$ cat src/rtl/alu_issue_pkg.sv
// Shared constants, types and the instruction decoder for the ALU issue
// front end and its rv32ialu datapath.
package alu_issue_pkg;

  localparam logic [2:0] ALU_SUB  = 3'b000;
  localparam logic [2:0] ALU_ADD  = 3'b001;
  localparam logic [2:0] ALU_AND  = 3'b010;
  localparam logic [2:0] ALU_OR   = 3'b011;
  localparam logic [2:0] ALU_SLL  = 3'b100;
  localparam logic [2:0] ALU_SRL  = 3'b101;
  localparam logic [2:0] ALU_SLT  = 3'b110;
  localparam logic [2:0] ALU_RSVD = 3'b111;

  localparam logic [6:0] OPC_OP     = 7'b0110011;
  localparam logic [6:0] OPC_OPIMM  = 7'b0010011;
  localparam logic [6:0] OPC_BRANCH = 7'b1100011;

  typedef enum logic [2:0] {
    BR_NONE = 3'd0,
    BR_EQ   = 3'd1,
    BR_NE   = 3'd2,
    BR_LT   = 3'd3,
    BR_GE   = 3'd4
  } br_kind_e;

  typedef struct packed {
    logic [2:0] ctrl;
    logic       use_imm;
    br_kind_e   br_kind;
    logic       illegal;
  } decode_t;

  function automatic decode_t decode(input logic [6:0] opcode,
                                     input logic [2:0] f3,
                                     input logic [6:0] f7);
    decode_t d;
    d.ctrl    = ALU_RSVD;
    d.use_imm = 1'b0;
    d.br_kind = BR_NONE;
    d.illegal = 1'b1;
    unique case (opcode)
      OPC_OP: begin
        if (f7 == 7'b0000000) begin
          d.illegal = 1'b0;
          unique case (f3)
            3'b000:  d.ctrl = ALU_ADD;
            3'b001:  d.ctrl = ALU_SLL;
            3'b010:  d.ctrl = ALU_SLT;
            3'b101:  d.ctrl = ALU_SRL;
            3'b110:  d.ctrl = ALU_OR;
            3'b111:  d.ctrl = ALU_AND;
            default: d.illegal = 1'b1;
          endcase
        end else if (f7 == 7'b0100000 && f3 == 3'b000) begin
          d.ctrl    = ALU_SUB;
          d.illegal = 1'b0;
        end
      end
      OPC_OPIMM: begin
        d.use_imm = 1'b1;
        d.illegal = 1'b0;
        unique case (f3)
          3'b000:  d.ctrl = ALU_ADD;
          3'b010:  d.ctrl = ALU_SLT;
          3'b110:  d.ctrl = ALU_OR;
          3'b111:  d.ctrl = ALU_AND;
          3'b001:  if (f7 == 7'b0000000) d.ctrl = ALU_SLL; else d.illegal = 1'b1;
          3'b101:  if (f7 == 7'b0000000) d.ctrl = ALU_SRL; else d.illegal = 1'b1;
          default: d.illegal = 1'b1;
        endcase
      end
      OPC_BRANCH: begin
        d.illegal = 1'b0;
        unique case (f3)
          3'b000: begin d.ctrl = ALU_SUB; d.br_kind = BR_EQ; end
          3'b001: begin d.ctrl = ALU_SUB; d.br_kind = BR_NE; end
          3'b100: begin d.ctrl = ALU_SLT; d.br_kind = BR_LT; end
          3'b101: begin d.ctrl = ALU_SLT; d.br_kind = BR_GE; end
          default: d.illegal = 1'b1;
        endcase
      end
      default: d.illegal = 1'b1;
    endcase
    // Any illegal outcome must drive the reserved ALU op with no side info.
    if (d.illegal) begin
      d.ctrl    = ALU_RSVD;
      d.use_imm = 1'b0;
      d.br_kind = BR_NONE;
    end
    return d;
  endfunction

endpackage

$ cat src/rtl/rv32ialu.sv
// Combinational RV32I ALU subset driven by the 3-bit alu_ctrl encoding;
// the reserved encoding yields Y=0.
module rv32ialu
  import alu_issue_pkg::*;
(
  input  logic [31:0] A,
  input  logic [31:0] B,
  input  logic [2:0]  alu_ctrl,
  output logic [31:0] Y,
  output logic        zero
);

  always_comb begin
    Y = '0;
    unique case (alu_ctrl)
      ALU_SUB: Y = A - B;
      ALU_ADD: Y = A + B;
      ALU_AND: Y = A & B;
      ALU_OR:  Y = A | B;
      ALU_SLL: Y = A << B[4:0];
      ALU_SRL: Y = A >> B[4:0];
      ALU_SLT: Y = {31'd0, $signed(A) < $signed(B)};
      default: Y = '0;
    endcase
  end

  assign zero = (Y == '0);

endmodule

$ cat src/rtl/alu_issue_ctrl.sv
// Two-stage issue/retire front end: decode into S1 (execute, drives the ALU),
// capture ALU outputs into S2 and return them over a valid/ready handshake.
module alu_issue_ctrl
  import alu_issue_pkg::*;
#(
  parameter int unsigned ILL_CNT_W = 16
) (
  input  logic                 clk,
  input  logic                 rst_n,
  input  logic                 in_valid,
  output logic                 in_ready,
  input  logic [31:0]          in_instr,
  input  logic [31:0]          in_rs1,
  input  logic [31:0]          in_rs2,
  output logic                 out_valid,
  input  logic                 out_ready,
  output logic [31:0]          out_result,
  output logic                 out_zero,
  output logic                 out_is_branch,
  output logic                 out_taken,
  output logic                 out_illegal,
  output logic [ILL_CNT_W-1:0] ill_cnt
);

  logic        s1_valid_q, s1_valid_d;
  logic [2:0]  s1_ctrl_q, s1_ctrl_d;
  logic [31:0] s1_a_q, s1_a_d;
  logic [31:0] s1_b_q, s1_b_d;
  br_kind_e    s1_br_q, s1_br_d;
  logic        s1_ill_q, s1_ill_d;

  logic        s2_valid_q, s2_valid_d;
  logic [31:0] s2_result_q, s2_result_d;
  logic        s2_zero_q, s2_zero_d;
  logic        s2_is_br_q, s2_is_br_d;
  logic        s2_taken_q, s2_taken_d;
  logic        s2_ill_q, s2_ill_d;

  logic [ILL_CNT_W-1:0] ill_cnt_q, ill_cnt_d;

  logic        s1_adv, accept;
  decode_t     dec;
  logic [31:0] alu_y;
  logic        alu_zero;
  logic        taken;

  assign s1_adv   = ~s2_valid_q | out_ready;
  assign in_ready = ~s1_valid_q | s1_adv;
  assign accept   = in_valid & in_ready;
  assign dec      = decode(in_instr[6:0], in_instr[14:12], in_instr[31:25]);

  rv32ialu u_alu (
    .A        (s1_a_q),
    .B        (s1_b_q),
    .alu_ctrl (s1_ctrl_q),
    .Y        (alu_y),
    .zero     (alu_zero)
  );

  always_comb begin
    taken = 1'b0;
    unique case (s1_br_q)
      BR_EQ:   taken = alu_zero;
      BR_NE:   taken = ~alu_zero;
      BR_LT:   taken = alu_y[0];
      BR_GE:   taken = ~alu_y[0];
      default: taken = 1'b0;
    endcase
  end

  always_comb begin
    s1_valid_d = s1_valid_q;
    s1_ctrl_d  = s1_ctrl_q;
    s1_a_d     = s1_a_q;
    s1_b_d     = s1_b_q;
    s1_br_d    = s1_br_q;
    s1_ill_d   = s1_ill_q;
    if (accept) begin
      s1_valid_d = 1'b1;
      s1_ctrl_d  = dec.ctrl;
      s1_a_d     = in_rs1;
      s1_b_d     = dec.use_imm ? {{20{in_instr[31]}}, in_instr[31:20]} : in_rs2;
      s1_br_d    = dec.br_kind;
      s1_ill_d   = dec.illegal;
    end else if (s1_adv) begin
      s1_valid_d = 1'b0;
    end
  end

  // Payload only reloads when S1 actually moves a valid op forward, so it
  // stays stable under backpressure and after a drain.
  always_comb begin
    s2_valid_d  = s2_valid_q;
    s2_result_d = s2_result_q;
    s2_zero_d   = s2_zero_q;
    s2_is_br_d  = s2_is_br_q;
    s2_taken_d  = s2_taken_q;
    s2_ill_d    = s2_ill_q;
    if (s1_adv) begin
      s2_valid_d = s1_valid_q;
      if (s1_valid_q) begin
        s2_result_d = alu_y;
        s2_zero_d   = alu_zero;
        s2_is_br_d  = (s1_br_q != BR_NONE);
        s2_taken_d  = taken;
        s2_ill_d    = s1_ill_q;
      end
    end
  end

  always_comb begin
    ill_cnt_d = ill_cnt_q;
    if (s2_valid_q && out_ready && s2_ill_q && (ill_cnt_q != '1))
      ill_cnt_d = ill_cnt_q + 1'b1;
  end

  always_ff @(posedge clk or negedge rst_n) begin
    if (!rst_n) begin
      s1_valid_q  <= 1'b0;
      s1_ctrl_q   <= ALU_RSVD;
      s1_a_q      <= '0;
      s1_b_q      <= '0;
      s1_br_q     <= BR_NONE;
      s1_ill_q    <= 1'b0;
      s2_valid_q  <= 1'b0;
      s2_result_q <= '0;
      s2_zero_q   <= 1'b0;
      s2_is_br_q  <= 1'b0;
      s2_taken_q  <= 1'b0;
      s2_ill_q    <= 1'b0;
      ill_cnt_q   <= '0;
    end else begin
      s1_valid_q  <= s1_valid_d;
      s1_ctrl_q   <= s1_ctrl_d;
      s1_a_q      <= s1_a_d;
      s1_b_q      <= s1_b_d;
      s1_br_q     <= s1_br_d;
      s1_ill_q    <= s1_ill_d;
      s2_valid_q  <= s2_valid_d;
      s2_result_q <= s2_result_d;
      s2_zero_q   <= s2_zero_d;
      s2_is_br_q  <= s2_is_br_d;
      s2_taken_q  <= s2_taken_d;
      s2_ill_q    <= s2_ill_d;
      ill_cnt_q   <= ill_cnt_d;
    end
  end

  assign out_valid     = s2_valid_q;
  assign out_result    = s2_result_q;
  assign out_zero      = s2_zero_q;
  assign out_is_branch = s2_is_br_q;
  assign out_taken     = s2_taken_q;
  assign out_illegal   = s2_ill_q;
  assign ill_cnt       = ill_cnt_q;

endmodule

$ cat config.mk
export PLATFORM = sky130hd
export DESIGN_NAME = alu_issue_ctrl
export DESIGN_NICKNAME = d
export VERILOG_FILES = /design/src/rtl/alu_issue_pkg.sv /design/src/rtl/rv32ialu.sv /design/src/rtl/alu_issue_ctrl.sv
export SDC_FILE = /design/constraint.sdc
export NUM_CORES = 1
export LEC_CHECK = 0
export ABC_AREA = 1
export CAP_MARGIN = 20
export CORE_UTILIZATION = 40
export DETAILED_ROUTE_END_ITERATION = 6
export PLACE_DENSITY_LB_ADDON = 0.15
export SETUP_SLACK_MARGIN = 0.5
export SLEW_MARGIN = 20
export SYNTH_ARGS = -nofsm -noshare
export SYNTH_HDL_FRONTEND = slang
export SYNTH_SLANG_ARGS = --single-unit
$ cat constraint.sdc
create_clock -name clk -period 3.3 [get_ports clk]
set_clock_uncertainty 0.15 [all_clocks]
set_input_delay 0.825 -clock clk [delete_from_list [all_inputs] [get_ports clk]]
set_output_delay 0.825 -clock clk [all_outputs]
set_load 0.01 [all_outputs]
# Yosys cells after proc, flatten, opt, wreduce, memory -nomap -nowiden
# Cells that the tools add are included.
[word_totals]
regBits = 125
latchBits = 0
ramBits = 0
mem_bits_ro = 0
word_cells = 90
mem_count = 0
[op_classes]
add_sub_neg = 3
n_mul = 0
n_div = 0
magnitude_cmp = 1
n_eq_ne = 21
shifts = 2
mux = 24
n_bitwise = 9
reduce_logical = 17
[ops]
columns = ["cell", "count"]
rows = [
  ["32-bit one-hot mux with 7 select lines", 1],
  ["3-bit one-hot mux with 6 select lines", 2],
  ["32-bit adder", 1],
  ["32-bit AND", 1],
  ["32-bit logical NOT", 1],
  ["32-bit < comparator", 1],
  ["32-bit two-way mux", 1],
  ["32-bit bitwise OR", 1],
  ["32-bit by 5-bit << shifter with 32-bit output", 1],
  ["32-bit by 5-bit right shift with 32-bit output", 1],
  ["32-bit subtractor", 1],
  ["3-bit equality test (second input constant)", 8],
  ["16-bit by 1-bit adder with 16-bit output (second input constant)", 1],
  ["16-bit inequality test (second input constant)", 1],
  ["3-bit by 2-bit equality test with 1-bit output (second input constant)", 5],
  ["7-bit by 6-bit equality test with 1-bit output (second input constant)", 2],
  ["3-bit one-hot mux with 4 select lines", 1],
  ["3-bit by 1-bit equality test with 1-bit output (second input constant)", 3],
  ["3-bit two-way mux", 3],
  ["3-bit one-hot mux with 3 select lines", 1],
  ["1-bit two-way mux", 8],
  ["4-bit OR reduction", 2],
  ["7-bit by 5-bit equality test with 1-bit output (second input constant)", 1],
  ["7-bit equality test (second input constant)", 1],
  ["17 further kinds", 28],
]

# Depth between registers and ports, before layout
# Gate-level depths: netlist of the first run.
[logic_depth]
ltp_word = 7
mapped_depth = 26
mapped_depth_nobuf = 23

# Hierarchy
# A second synthesis of the first run with hierarchy kept.
[hier_totals]
cells_unflattened = 2749
hier_area_um2 = 15383.5
[by_module_without_submodules]
columns = ["module", "n_inst", "cells_per_inst", "area_each_um2"]
rows = [
  ["rv32ialu", 1, 2050, 9764.4],
  ["alu_issue_ctrl", 1, 699, 5619.1],
]

# Least setup slack after synthesis of the first run
# OpenSTA, ideal clock, no wires.
[synth_timing]
path_type = "register to register"
start = "register s1_b_q[3]"
end = "register s2_taken_q, in the netlist out_taken"
setup_ns = 0.117
arrival_ns = 2.758
t_required_ns = 3.033
slack_ns = 0.276
stages_incl_launch_ff = 24
n_path_buf = 3
period_less_slack_ns = 3.024
cell_sequence = "dfrtp_1 > inv_1 > buf_2 > buf_1 > ha_1 > buf_4 > nor2_1 > nand3_1 > nand3_1 > nand2_1 > nand2_1 > nand2_1 > nand2_1 > o21ai_0 > nor2_1 > nand2_1 > nor2_1 > nand3_1 > nor2_2 > nand3_1 > nand2_1 > nand3_1 > nand2_1 > nand2_1"
[synth_between]
elab_chain_cells = 5
elab_cells_between_ends = 12
[synth_lines]
columns = ["element", "line", "source"]
rows = [
  ["start, declared", "alu_issue_ctrl.sv:28", "logic [31:0] s1_b_q, s1_b_d;"],
  ["start signal, assigned", "alu_issue_ctrl.sv:122", "s1_b_q <= '0;"],
  ["start signal, assigned", "alu_issue_ctrl.sv:136", "s1_b_q <= s1_b_d;"],
  ["32-bit adder, or another cell as far along", "rv32ialu.sv:17", "ALU_ADD: Y = A + B;"],
  ["32-bit one-hot mux with 7 select lines (*)", "rv32ialu.sv:15", "unique case (alu_ctrl)"],
  ["32-bit logical NOT", "rv32ialu.sv:27", "assign zero = (Y == '0);"],
  ["1-bit inverter", "alu_issue_ctrl.sv:64", "BR_NE: taken = ~alu_zero;"],
  ["1-bit one-hot mux with 4 select lines (*)", "alu_issue_ctrl.sv:62", "unique case (s1_br_q)"],
  ["end signal, assigned", "alu_issue_ctrl.sv:143", "s2_taken_q <= s2_taken_d;"],
  ["end, declared", "alu_issue_ctrl.sv:36", "logic s2_taken_q, s2_taken_d;"],
]
# Mark *: on every way between the ends. The rest lies on a longest branch, timed or not.
# A chain may end at the register's enable or synchronous reset.

# Worst setup path after layout of the first run
[layout_timing]
start = "register s1_b_q[0]"
end = "register s2_taken_q, in the netlist out_taken"
# The elaborated chain is that of the path after synthesis.

==> reports/results.tsv, run 1 <==
metric	value	unit
Leakage	11.65	nW
Primary FF master, synth	dfrtp_1	
Max Fclk	314.7	MHz
H-tree lvl count	4	
router iterations before antenna repair	6	
WS Path Type	reg2reg	
initial antenna violation count	1	
fill count	3679	
worst-case clock buffer depth	2	
Post-Synthesis Cells	2573	
Syn Area/Cell	5.857	µm²
# nets final	3287	
Routed WL	72230	µm
Crit path arrival time	3430	ps
Peak supply drop	0.3727	mV
die height	196.1	µm
Hold Crit Class	in2async	
vias in the first global route	18400	
pwr dens	523.4	nW/µm²
count of cell types in the netlist	55	
CTS tree	built	
final hold vios	0	
Final setup viols	0	
met2 usage	59.26	%
sequential share of the synthesized area	20.78	%
Synth warnings	0	
GPL Wtd Cong	1.015	
Slew Limit Fails	0	
CTS buffer count	17	
share of cells above drive strength 1	27.87	%
final cell count without fillers	3606	
GR Util met3	6.206	%
largest net degree at the start of global routing	75	
Post-synth EDFFs	0	
flop2flop setup slack	120	ps
GRT Overall Usage	37.60	%
dpl cells	3519	
Slew headroom	57.26	%
# rows	70	
HPWL after detailed placement	58020	µm
IO Pins	154	
minimum clock period	3178	ps
clock slew at reported path FFs	70	ps
DR vias/cell	5.421	
GRT overflow	0	
endpoint class of the critical path	flop	
commonest non-fill, non-tap cells in the layout	695 x nand2_1, 439 x buf_4, 403 x nand3_1	
die width	196.1	µm
part of the cycle the worst path needs	96.29	%
FFs w/ async S/R, synth	100.0	%
Post-Syn Nets	2773	
commonest non-fill, non-tap cell in the layout	nand2_1	
first-pass GRT wire length	108600	µm
Die Area	38460	µm²
WP data required	3550	ps
P&R area growth vs syn	47.68	%
via count	19550	
RSZ-0062 raised after global routing	true	
met1 Use GR	50.81	%
# clock sinks	125	
Port Buffers	143	
setup TNS	0	ps
Seq cells post-synth	125	
Initial Utilization	40.87	%
Clk Latency, worst-skew pair	460	ps
Core Area	36870	µm²
WL/cell	20.03	µm
synthesized area	15070	µm²
GRT busiest layer	met2	
status	completed	
CP Max Fanout	10	
CP Launch Type	flop	
# Max-Cap Violations	0	
CTS root buffer	clkbuf_16	
drc violations	0	
Slew @ Worst Pin	638.8	ps
First DRT Iteration DRCs	1962	
antenna-violating nets left	0	
where the power goes:
part / total [mW] / internal, mW / switching [mW]
sequential: 1.99 / 1.81 / 0.187
combinational: 7.58 / 3.13 / 4.45
clock: 2.07 / 1.20 / 0.869
total: 11.6 / 6.14 / 5.51
path summary, 6_finish.rpt:
kind                                from       endpoint  depth (start not counted)
max reg2reg                    s1_b_q[0]      out_taken                         20
min                                rst_n      s1_a_q[3]                          1
min in group clk           out_result[1]  out_result[1]                          2
max                            s1_b_q[0]      out_taken                         20
min reg2reg                out_result[1]  out_result[1]                          2
max in group asynchronous          rst_n     s1_b_q[30]                          2
synthesized netlist by cell type (all sizes together) (2+ instances only):
master	number	area (µm²)
or2	4	25.02
and2	17	106.4
o21bai	4	30.03
xnor2	6	52.55
inv	357	1345
nor4	5	52.55
nand3b	3	22.52
nor3	21	105.1
buf	82	478.0
dfstp	3	78.83
o22ai	24	150.1
fa	2	40.04
o21a	5	37.54
a22oi	22	165.2
dfrtp	122	3053
nand2	800	3176
a21oi	72	367.9
ha	98	1226
nand4	37	231.5
o211ai	2	15.01
and3	5	31.28
xor2	10	87.58
nor2	230	890.9
clkinv	6	22.52
a31oi	6	37.54
nand3	482	2497
a221oi	2	17.52
o21ai	100	508.0
clkbuf	37	141.4
critical path: stages (launching register included):
cell	delay [ps]
dfrtp_2	490
buf_4	170
bufbuf_16	280
nand2_1	100
nand3_1	110
nand3_1	110
nand2_2	90
buf_4	140
nand3_1	100
nand4_1	140
nor2_4	150
nand2_2	80
nor2_4	160
buf_6	140
nand3_4	80
nor2_4	150
buf_6	110
nand4_1	90
nand3_2	150
nand2_2	70
nand2_2	60
stage by stage:
| stage | hold WS, ps | power [mW] | cell area, µm² | setup WS (ps) | utilization (%) |
|---|---|---|---|---|---|
| 2_1_floorplan | 328.1 | 5.522 | 15130 | 505.8 | - |
| 3_3_place_gp | 312.8 | 8.616 | 19930 | -214.8 | 54.06 |
| 3_5_place_dp | 319.1 | 8.685 | 19930 | -239.1 | 54.06 |
| 4_1_cts | 137.5 | 11.15 | 21500 | 186.2 | 58.31 |
| 5_1_grt | 160.3 | 12.35 | 22250 | -5.904 | 60.35 |
| 6_report | 128.1 | 11.65 | 22260 | 122.3 | 60.36 |
cell type report:
cell class | count | area [µm²] | area share, %
clock buffers | 18 | 429.2 | 1.928
clock inverters | 14 | 183.9 | 0.8264
well taps | 504 | 630.6 | 2.833
multi-input cells | 1966 | 11190 | 50.27
flip-flops and latches | 125 | 3138 | 14.10
repair buffers | 614 | 5301 | 23.82
inverters | 363 | 1380 | 6.201
diodes | 2 | 5.005 | 0.02249
state kept, by name, indices dropped and copies added, names as in the netlist:
signal         count
s1_ill_q           1
s1_b_q            32
s1_a_q            32
ill_cnt           16
out_result        32
out_is_branch      1
out_zero           1
s1_br_q            3
out_valid          1
s1_valid_q         1
out_illegal        1
out_taken          1
s1_ctrl_q          3
kinds of logic (layout without fill, tap and decap cells):
family,count (synthesis),count (layout),synth area share (%)
simple gates,1604,1604,47.36
buf+inv,482,1009,13.18
compound gates,245,245,9.265
flops,125,125,20.78
fa+ha+maj,100,100,8.402
xor+xnor,16,16,0.9298
mux,1,1,0.07471
other cells,0,2,0
metal layers:
metal / share of wire, % / wire length [µm]
met1: 43 / 31300
met2: 43 / 31380
met3: 8.6 / 6213
met4: 4.6 / 3335
met5: 0 / 0
timing repair:
| action | CTS | global route |
|---|---|---|
| cloned | 1 | 1 |
| hold buffers | 0 | 0 |
| setup buffers | 32 | 19 |
| endpoints found under the setup margin | 40 | 42 |
| pin swaps | 52 | 64 |
| resized for setup | 180 | 167 |
Power figures use the tool's default switching activity.
==> run 2: changes to the inputs <==
--- a/config.mk
+++ b/config.mk
@@ -8,6 +8,7 @@
 export ABC_AREA = 1
 export CAP_MARGIN = 20
 export CORE_UTILIZATION = 40
+export CTS_CLUSTER_SIZE = 10
 export DETAILED_ROUTE_END_ITERATION = 6
 export PLACE_DENSITY_LB_ADDON = 0.15
 export SETUP_SLACK_MARGIN = 0.5
==> results of run 2 <==
Same layout as run 1: the final DEF is identical, and so are final timing and power.
==> run 3: changes to the inputs <==
--- a/config.mk
+++ b/config.mk
@@ -7,9 +7,10 @@
 export LEC_CHECK = 0
 export ABC_AREA = 1
 export CAP_MARGIN = 20
-export CORE_UTILIZATION = 40
+export CORE_UTILIZATION = 35
 export CTS_CLUSTER_SIZE = 10
 export DETAILED_ROUTE_END_ITERATION = 6
+export HOLD_SLACK_MARGIN = 0.1
 export PLACE_DENSITY_LB_ADDON = 0.15
 export SETUP_SLACK_MARGIN = 0.5
 export SLEW_MARGIN = 20
==> run 3 against run 2 <==
  * The flow now finishes with violations (DRC)
  * Cell count is 2.3% higher
  * Core utilization is 6.8 points lower
  * Maximum frequency is 0.22% lower
  * Largest power group unchanged
  * Sequential share of layout area is 0.24 points lower
  * Register-to-register slack hardly changed
  * Combinational power is 2% higher
  * Worst hold slack better by 19 ps
  * Clock power is 2% lower
  * Design area is 1.7% higher
==> reports/results.tsv, run 3 (same netlist as run 1, synthesis figures left out) <==
metric	value	unit	change
WS Path Type	reg2reg		
pwr dens	520.2	nW/µm²	-0.60%
Die Area	43890	µm²	+14%
failing checks	DRC		
CP Max Fanout	5		-5
Hold Crit Class	in2async		
Slew headroom	52.49	%	-4.8 points
Core Area	42230	µm²	+15%
first-pass GRT wire length	113800	µm	+4.8%
commonest non-fill, non-tap cells in the layout	717 x nand2_1, 480 x buf_4, 408 x nand3_1		
router iterations before antenna repair	7		+1
diode count	0		-2
# clock sinks	125		unchanged
P&R area growth vs syn	50.13	%	
CP Launch Type	flop		
final hold vios	0		unchanged
Slew @ Worst Pin	707.2	ps	+68.45 ps
largest net degree at the start of global routing	75		unchanged
Peak supply drop	0.3426	mV	-8.1%
endpoint class of the critical path	flop		
hold-fix buffers at CTS	0		unchanged
Setup WS pre-CTS	-323.8	ps	-84.63 ps
Placed Area	20440	µm²	+2.6%
# nets final	3338		+1.6%
DR vias/cell	5.253		-3.1%
drc violations	2		+2
met2 usage	54.11	%	-5.1 points
Max stage delay on crit path	440	ps	-50 ps
HPWL after detailed placement	62490	µm	+7.7%
antenna-violating nets left	0		unchanged
GRT overflow	0		unchanged
die width	209.5	µm	+6.8%
RSZ-0062 raised after global routing	true		
WP data required	3560	ps	about the same
minimum clock period	3185	ps	+6.977 ps
First DRT Iteration DRCs	1946		-0.82%
CTS tree	built		
Routed WL	77180	µm	+6.8%
met1 Use GR	47.54	%	-3.3 points
Max Fclk	314.0	MHz	-0.22%
vias in the first global route	18520		+0.63%
GRT busiest layer	met2		
Crit path arrival time	3450	ps	+20 ps
GPL Wtd Cong	0.9964		-1.8%
die height	209.5	µm	+6.8%
Design Area, Final	22630	µm²	+1.7%
CP most frequent cell	buf_4		
Multi-input gate area	11020	µm²	-1.5%
Initial Utilization	35.69	%	-5.2 points
initial antenna violation count	0		-1
Clk Latency, worst-skew pair	490	ps	+30 ps
Leakage	11.91	nW	+2.2%
Finished Core Util	53.58	%	-6.8 points
CTS buffer count	17		unchanged
# rows	75		+7.1%
Final setup viols	0		unchanged
via count	19380		-0.84%
Cell Chain, Critical Path	clkinv_4, buf_4, fa_2, buf_4, nor2_1, nand3b_1, o2111ai_2, a31oi_1, nand3_2, nor2_2, nand3_4, nor2_4, buf_4, nand4_1, nand3_1, nand2_1, nand2_1		
Port Buffers	143		unchanged
H-tree lvl count	4		unchanged
share of cells above drive strength 1	27.13	%	-0.74 points
slack of the critical path	115.3	ps	-6.977 ps
CTS root buffer	clkbuf_16		
critical path's top delay family	simple AND/OR/NAND/NOR gates		
Seq. cell area	3136	µm²	about the same
status	finished with violations		
commonest non-fill, non-tap cell in the layout	nand2_1		
GR Util met3	5.162	%	-1.0 points
Slew Limit Fails	0		unchanged
fill count	4433		+20%
part of the cycle the worst path needs	96.50	%	+0.21 points
IO Pins	154		unchanged
WL/cell	20.92	µm	+4.4%
# Max-Cap Violations	0		unchanged
clock slew at reported path FFs	70	ps	about the same
GRT Overall Usage	35.04	%	-2.6 points
Slowest-stage cell, CP	dfrtp_2		
Buf/Inv on CP	4		-1
worst-case clock buffer depth	2		unchanged
run 3: power by group:
part           internal, mW  total (mW)  switching (mW)
sequential             1.81        1.99           0.181
clock                  1.14        2.02           0.882
combinational          3.27        7.76            4.49
run 3: routing by layer:
metal | wire length [µm] | part of all wire, %
met5 | 0 | 0
met4 | 3884 | 5.0
met3 | 5419 | 7.0
met2 | 33180 | 43
met1 | 34690 | 45
run 3: area by class of cell:
class	count	share of cell area, %
Clock inverter	15	0.7853
Multi-Input combinational cell	1966	48.70
Sequential cell	125	13.86
Timing Repair Buffer	665	25.67
Tap cell	539	2.981
Inverter	363	6.122
Clock buffer	17	1.880
run 3: path summary, 6_finish.rpt:
kind / start / endpoint / slack (ps) / cells after the start
min in group clk: out_result[3] / out_result[3] / 330 / 2
worst max-delay path: s1_b_q[1] / out_taken / 120 / 17
worst max register to register: s1_b_q[1] / out_taken / 120 / 17
worst min-delay path: rst_n / s1_a_q[15] / 150 / 1
max in group asynchronous: rst_n / s1_b_q[24] / 2070 / 2
worst min register to register: out_result[3] / out_result[3] / 330 / 2
run 3: repair_timing:
action	in CTS	in global routing
pin swaps	24	46
gates resized for setup	129	150
endpoints found under the setup margin	41	48
gates cloned	3	3
buffers inserted	21	16
run 3: through the flow:
step / cells / total power [mW] / hold slack [ps] / TNS (ps)
floorplan: 2573 / 5.522 / 328.1 / 0
global placement: 3615 / 8.920 / 311.0 / -6076
detailed placement: 3615 / 8.958 / 314.0 / -7676
CTS: 3671 / 11.37 / 126.3 / 0
global route: 3690 / 12.50 / 178.0 / -69.72
finish: 3690 / 11.77 / 146.9 / 0
